### config.mk
export PLATFORM = sky130hd
export DESIGN_NAME = regfile_sb
export DESIGN_NICKNAME = d
export VERILOG_FILES = /design/src/rtl/regfile_sb.sv
export SDC_FILE = /design/constraint.sdc
export NUM_CORES = 2
export LEC_CHECK = 0
export ABC_AREA = 1
export CAP_MARGIN = 30
export CORE_MARGIN = 3
export CORE_UTILIZATION = 42
export DETAILED_ROUTE_END_ITERATION = 8
export MAX_ROUTING_LAYER = met4
export PLACE_DENSITY = 0.55
export SLEW_MARGIN = 20
export SYNTH_ARGS = -nofsm -noshare
export SYNTH_HDL_FRONTEND = slang
export SYNTH_SLANG_ARGS = --single-unit
### constraint.sdc
create_clock -name clk -period 44.3 [get_ports clk]
set_clock_uncertainty 0.2 [all_clocks]
set_input_delay 4.43 -clock clk [delete_from_list [all_inputs] [get_ports clk]]
set_output_delay 4.43 -clock clk [all_outputs]
set_load 0.005 [all_outputs]
### src/rtl/regfile_sb.sv
// General-purpose register file with two combinational read ports, one write port,
// optional hardwired x0, optional write-to-read bypass and a per-register busy scoreboard.
module regfile_sb #(
    parameter int XLEN     = 32,
    parameter int NREGS    = 32,
    parameter int ZERO_REG = 1,
    parameter int BYPASS   = 1,
    localparam int AW      = $clog2(NREGS)
) (
    input  logic             clk,
    input  logic             rst,
    input  logic [AW-1:0]    rs1_addr,
    input  logic [AW-1:0]    rs2_addr,
    input  logic             rs1_used,
    input  logic             rs2_used,
    output logic [XLEN-1:0]  rs1_data,
    output logic [XLEN-1:0]  rs2_data,
    input  logic             we,
    input  logic [AW-1:0]    rd_addr,
    input  logic [XLEN-1:0]  rd_data,
    input  logic             issue_valid,
    input  logic [AW-1:0]    issue_rd,
    output logic             stall,
    output logic [NREGS-1:0] busy_vec
);

    logic [XLEN-1:0]  r_regs [NREGS];
    logic [NREGS-1:0] r_busy;
    logic [NREGS-1:0] w_busy_nxt;
    logic             w_wr_zero;
    logic             w_byp1;
    logic             w_byp2;
    logic             w_haz1;
    logic             w_haz2;

    assign w_wr_zero = (ZERO_REG != 0) && (rd_addr == '0);

    // Forwarding is only taken when the write port targets the same register this cycle.
    assign w_byp1 = (BYPASS != 0) && we && (rd_addr == rs1_addr);
    assign w_byp2 = (BYPASS != 0) && we && (rd_addr == rs2_addr);

    function automatic logic [XLEN-1:0] read_sel(input logic [AW-1:0]   addr,
                                                 input logic            byp,
                                                 input logic [XLEN-1:0] wdata,
                                                 input logic [XLEN-1:0] stored);
        if ((ZERO_REG != 0) && (addr == '0))
            return '0;
        else if (byp)
            return wdata;
        else
            return stored;
    endfunction

    always_ff @(posedge clk or posedge rst) begin
        if (rst) begin
            for (int i = 0; i < NREGS; i++)
                r_regs[i] <= '0;
        end else if (we && !w_wr_zero) begin
            r_regs[rd_addr] <= rd_data;
        end
    end

    // A new producer issuing to a register wins over a writeback clearing it.
    always_comb begin
        w_busy_nxt = r_busy;
        for (int i = 0; i < NREGS; i++) begin
            if (issue_valid && (issue_rd == AW'(i)))
                w_busy_nxt[i] = 1'b1;
            else if (we && (rd_addr == AW'(i)))
                w_busy_nxt[i] = 1'b0;
        end
        if (ZERO_REG != 0)
            w_busy_nxt[0] = 1'b0;
    end

    always_ff @(posedge clk or posedge rst) begin
        if (rst)
            r_busy <= '0;
        else
            r_busy <= w_busy_nxt;
    end

    assign rs1_data = read_sel(rs1_addr, w_byp1, rd_data, r_regs[rs1_addr]);
    assign rs2_data = read_sel(rs2_addr, w_byp2, rd_data, r_regs[rs2_addr]);

    assign w_haz1   = rs1_used && r_busy[rs1_addr] && !w_byp1;
    assign w_haz2   = rs2_used && r_busy[rs2_addr] && !w_byp2;
    assign stall    = w_haz1 || w_haz2;
    assign busy_vec = r_busy;

endmodule

* After elaboration in Yosys (flattened, before gate mapping)
Index checks and enable logic that the tools add are counted.
** Operators by class
- Order comparisons :: 6
- Eq/ne operators :: 64
- Muxes and demuxes :: 79
- Bitwise operators :: 3
- Reduce and logical (&&, ||, !) cells :: 108
** Operator list (number)
- 1024-bit bitwise mux :: 1
- 32-bit binary-select mux with 5-bit select :: 2
- 32-bit 2-to-1 mux :: 9
- 32-bit demux with 5-bit select :: 1
- 5-bit == test (second input constant) :: 32
- 5-bit by 4-bit == test with 1-bit output (second input constant) :: 16
- 1-bit logical AND :: 70
- 1-bit 2-to-1 mux :: 64
- 2-bit nonzero test :: 31
- 5-bit by 3-bit == test with 1-bit output (second input constant) :: 8
- 5-bit by 2-bit == test with 1-bit output (second input constant) :: 4
- 6-bit >= comparator (second input constant) :: 3
- 5-bit inverter with 6-bit output :: 3
- 5-bit zero test :: 3
- 5-bit by 6-bit < comparator with 1-bit output (second input constant) :: 2
- 1-bit binary-select mux with 5-bit select :: 2
- 5-bit by 1-bit == test with 1-bit output (second input constant) :: 2
- 5-bit == test :: 2
- 6-bit by 1-bit < comparator with 1-bit output (second input constant) :: 1
- 1-bit zero test :: 3
- 1-bit logical OR :: 1
** Word-level totals
- Register bits after elaboration :: 1055
- Input port bits :: 58
- Output and inout port bits :: 97
- Logic and storage cells :: 323

* Logic depth before layout (Yosys ltp)
- Depth after elaboration :: 6
- Depth in mapped cells :: 13
- Depth with buffers taken out :: 10

* Worst setup path after synthesis
No wires, ideal clock.
- Path type :: input port to output port
- Start :: input port rs1_addr[0]
- End :: output port rs1_data[20]
- Data arrival time :: 5543 ps
- Data required time :: 39670 ps
- Path slack :: 34127 ps
- Stages :: 11
- Path buffers :: 4
- Cells stage by stage :: buf_2 -> buf_6 -> buf_4 -> buf_2 -> nand2_1 -> o211ai_1 -> nand3_1 -> nand3_1 -> a21oi_1 -> nor2_1 -> nor2_1
** Between the ends
- Cells in the longest elaborated chain, start to end :: 6
- Elaborated cells on any way between the ends :: 9
** Ends and longest elaborated chain
- start, declared :: RTL line 12 : input logic [AW-1:0] rs1_addr,
- 5-bit inverter with 6-bit output (implied by the code) :: RTL line 83 : assign rs1_data = read_sel(rs1_addr, w_byp1, rd_data, r_regs[rs1_addr]);
- 32-bit binary-select mux with 5-bit select :: RTL line 83
- 32-bit 2-to-1 mux (implied by the code) (2 in series) :: RTL line 83
- 32-bit 2-to-1 mux :: RTL line 48 : else if (byp)
- 32-bit 2-to-1 mux * :: RTL line 46 : if ((ZERO_REG != 0) && (addr == '0))
- end, declared :: RTL line 16 : output logic [XLEN-1:0] rs1_data,
Every way passes the cells marked *; elsewhere a longest branch is shown, timed or not. The select of a mux whose other input is x is not followed.

* Final worst setup path
- Start :: input port rs1_addr[0]
- End :: output port rs1_data[16]
The elaborated chain is that of the path after synthesis.

==> impl_metrics.toml <==
[run_status]
status = "finished, final reports clean"

[worst_setup_path]
worst_setup_path_end_kind = "output pin"
r2r-end = "busy_vec[18]"
crit_required_ps = 39670
crit_path_max_incr_delay_ps = 940
rrSetupSlack_ps = 42920
crit_end = "rs1_data[16]"
arrival_ps = 9370
crit_chain = "buf_8 > inv_8 > buf_4 > buf_4 > buf_4 > nand2_1 > nand2_1 > nand2_1 > nand3_1 > nand3_1 > nand3_1 > nand2_1 > a21oi_1 > clkdlybuf4s50_1"
worst-path-max-fanout = 94
crit_type = "input port to output pin"
critPathLaunch = "rs1_addr[0]"
rr_worst_depth = 2
cp-start-kind = "input port"
crit_path_top_delay_cell = "buf_4"
r2r_start = "busy_vec[18]"
crit_top_cell = "nand2_1"

[grt]
use_met3_pct = 7.53
grt_max_degree = 214
antenna_found_initial = 14
grt_use_total_pct = 36.0
grt_pass1_vias = 56278
grt-busiest-layer = "met2"
use_met2_pct = 52.7
grt_use_met1_pct = 48.8
overflow = 0
grt_pass1_wl_um = 393000

[final_layout]
finalInstanceArea_um2 = 67900
n_fill_cell = 14686
multi_input_area_um2 = 28200
drive_gt1_share_pct = 5.24
finalNonFillerCells = 10715
layout.nets = 8759
area_delta_synth_final_pct = 10.3
regArea_um2 = 26400
final_core_util_pct = 47.0

[synth]
netlist_instances = 9032
synthTopCellsByArea = "dfrtp_1 43%, nand2_1 18%, o21ai_0 8.8%"
netlist.area_leader.share_pct = 42.9
synth-adder-area-share_pct = 0
synthTopCellsByCount = "2911 x nand2_1, 1078 x o21ai_0, 1055 x dfrtp_1"
yosysMostFrequentCell = "nand2_1"
synthFlopType = "dfrtp_1"
mappedNetlistArea_um2 = 61500
synth_xor_area_share_pct = 0
synth_top_area_cell = "dfrtp_1"
synthArstFlopShare_pct = 100
synth-edff-count = 0
synth_top_family_by_area = "simple AND/OR/NAND/NOR gates"
synth-compound-area-share_pct = 14.9
yosysWarnings = 0
syn_area_per_cell_um2 = 6.81
yosysSeqAreaShare_pct = 42.9
synth.net_count = 9090
synthMuxAreaShare_pct = 0
ys_ff_latch = 1055
synth-simple-area-share_pct = 30.5
synth_cell_types = 35

[die]
die_width_um = 389
io_pins = 155
start_util_pct = 42.6
num_rows = 139
die_y_um = 389
coreArea_um2 = 145000
die_area_um2 = 151000

[clocking]
post_cts_hold_buffer_count = 0
cts_tree = "yes"
cts.sinks = 1055
post_cts_buffers = 0
cts-root-buf = "clkbuf_16"
path_clk_slew_ps = 60
h-tree-depth = 4
clockBufferDepth = 3
worstSkewPairLatency_ps = 790
numCtsBuffers = 131
cts-resized-gates = 0

[drt]
antenna_left = 0
totalWireLength_um = 269000
viasPerCell = 5.76
drtIter0Drc = 8330
wl_per_cell_um = 25.1
vias = 61678
drt_pre_antenna_iters = 7
drc = 0

[hold_path]
min_path_cells = 0
min-delay-start = "r_regs[1015]"
hp-class = "flop to flop"

[timing]
finalSetupViolCount = 0
whs_ps = 175
grt_setup_unrepaired = "no"
hold_violations = 0
final_max_slew_viol_count = 0
min_period_over_period_pct = 31.6
setup_slack_ps = 30300
relSlewSlack_pct = 22.5
fin_tns_setup_ps = 0
fmax_mhz = 71.4
period_minus_slack_ps = 14000
worstMarginPinSlew_ps = 1160

[place]
place.gp.congestion = 0.905
dp.cells = 10467
post-place-ws_ps = 30480
port_buffers = 153
hpwl_um = 151000
place_area_um2 = 63400

[power_and_ir_drop]
power_frac_comb_pct = 22.2
power_density_nw_per_um2 = 45.1
p_seq_share_pct = 41.6
finalPower_mw = 3.06
p_leak_nw = 32.2
p_int_mw = 2.06
netSwitchingPower_mw = 1.00
max-vdd-ir-drop_mv = 0.0338
switching_share_pct = 32.8
clkPwrFrac_pct = 36.2

[job]
drv_cap = 0
[registers in the layout, summed over array words and instances (netlist names)]
| name | cells |
|---|---|
| r_regs | 1024 |
| busy_vec | 31 |
[cells by family after synthesis]
group                  count (synthesis)
AND/OR/NAND/NOR                     4611
AO/OA/AOI/OAI                       1689
buffers and inverters               1676
flip-flops                          1055
other                                  1
[power groups by stage]
| stage | clock (mW) | sequential (mW) | combinational [mW] |
|---|---|---|---|
| floorplan | 0 | 1.26 | 0.467 |
| global placement | 0 | 1.28 | 0.654 |
| detailed placement | 0 | 1.28 | 0.665 |
| CTS | 1.12 | 1.27 | 0.669 |
| global route | 1.16 | 1.29 | 0.768 |
| finish | 1.11 | 1.27 | 0.679 |
[layout by cell type (no fill, tap or decap), drive strengths merged, types with 3 or more instances in the layout]
cell	n
nand2	2914
o21ai	1168
dfrtp	1055
nand3	1013
inv	910
nor2	655
o211ai	260
a21oi	235
clkbuf	208
buf	161
clkdlybuf4s50	143
or2	22
a22o	17
diode	15
clkinv	12
bufinv	6
o22ai	4
o21a	3
nand4	3
[worst min-delay path by stage]
stage | end | slack [ps]
after detailed placement | r_regs[1019] | 170
after global placement | r_regs[1015] | 160
after floorplan | r_regs[1000] | 230
after CTS | r_regs[1015] | 180
after global routing | r_regs[998] | 190
final | r_regs[1015] | 170
[metal layers]
layer | vias to the layer above | wire length (um) | share of wire, %
met4 | 0 | 11500 | 4.3
met3 | 647 | 29000 | 11
met2 | 3583 | 116000 | 43
met5 | - | 0 | 0
met1 | 29406 | 112000 | 42
li1 | 28042 | - | -
[critical path: cells and delay by family]
| kind | cells | cell delay [ps] |
|---|---|---|
| buffers and inverters | 6 | 3780 |
| AOI/OAI and AO/OA | 1 | 170 |
| and+or+nand+nor | 7 | 690 |
[cell type report]
| class | instances | area share, % |
|---|---|---|
| multi-input cells | 6301 | 41.6 |
| flip-flops and latches | 1055 | 38.9 |
| clock buffers | 207 | 6.03 |
| inverters | 907 | 5.07 |
| repair buffers | 305 | 4.44 |
| well taps | 1903 | 3.51 |
| clock inverters | 22 | 0.409 |
| diodes | 15 | 0.0553 |
Note: power is estimated with default switching activity, not from simulation.
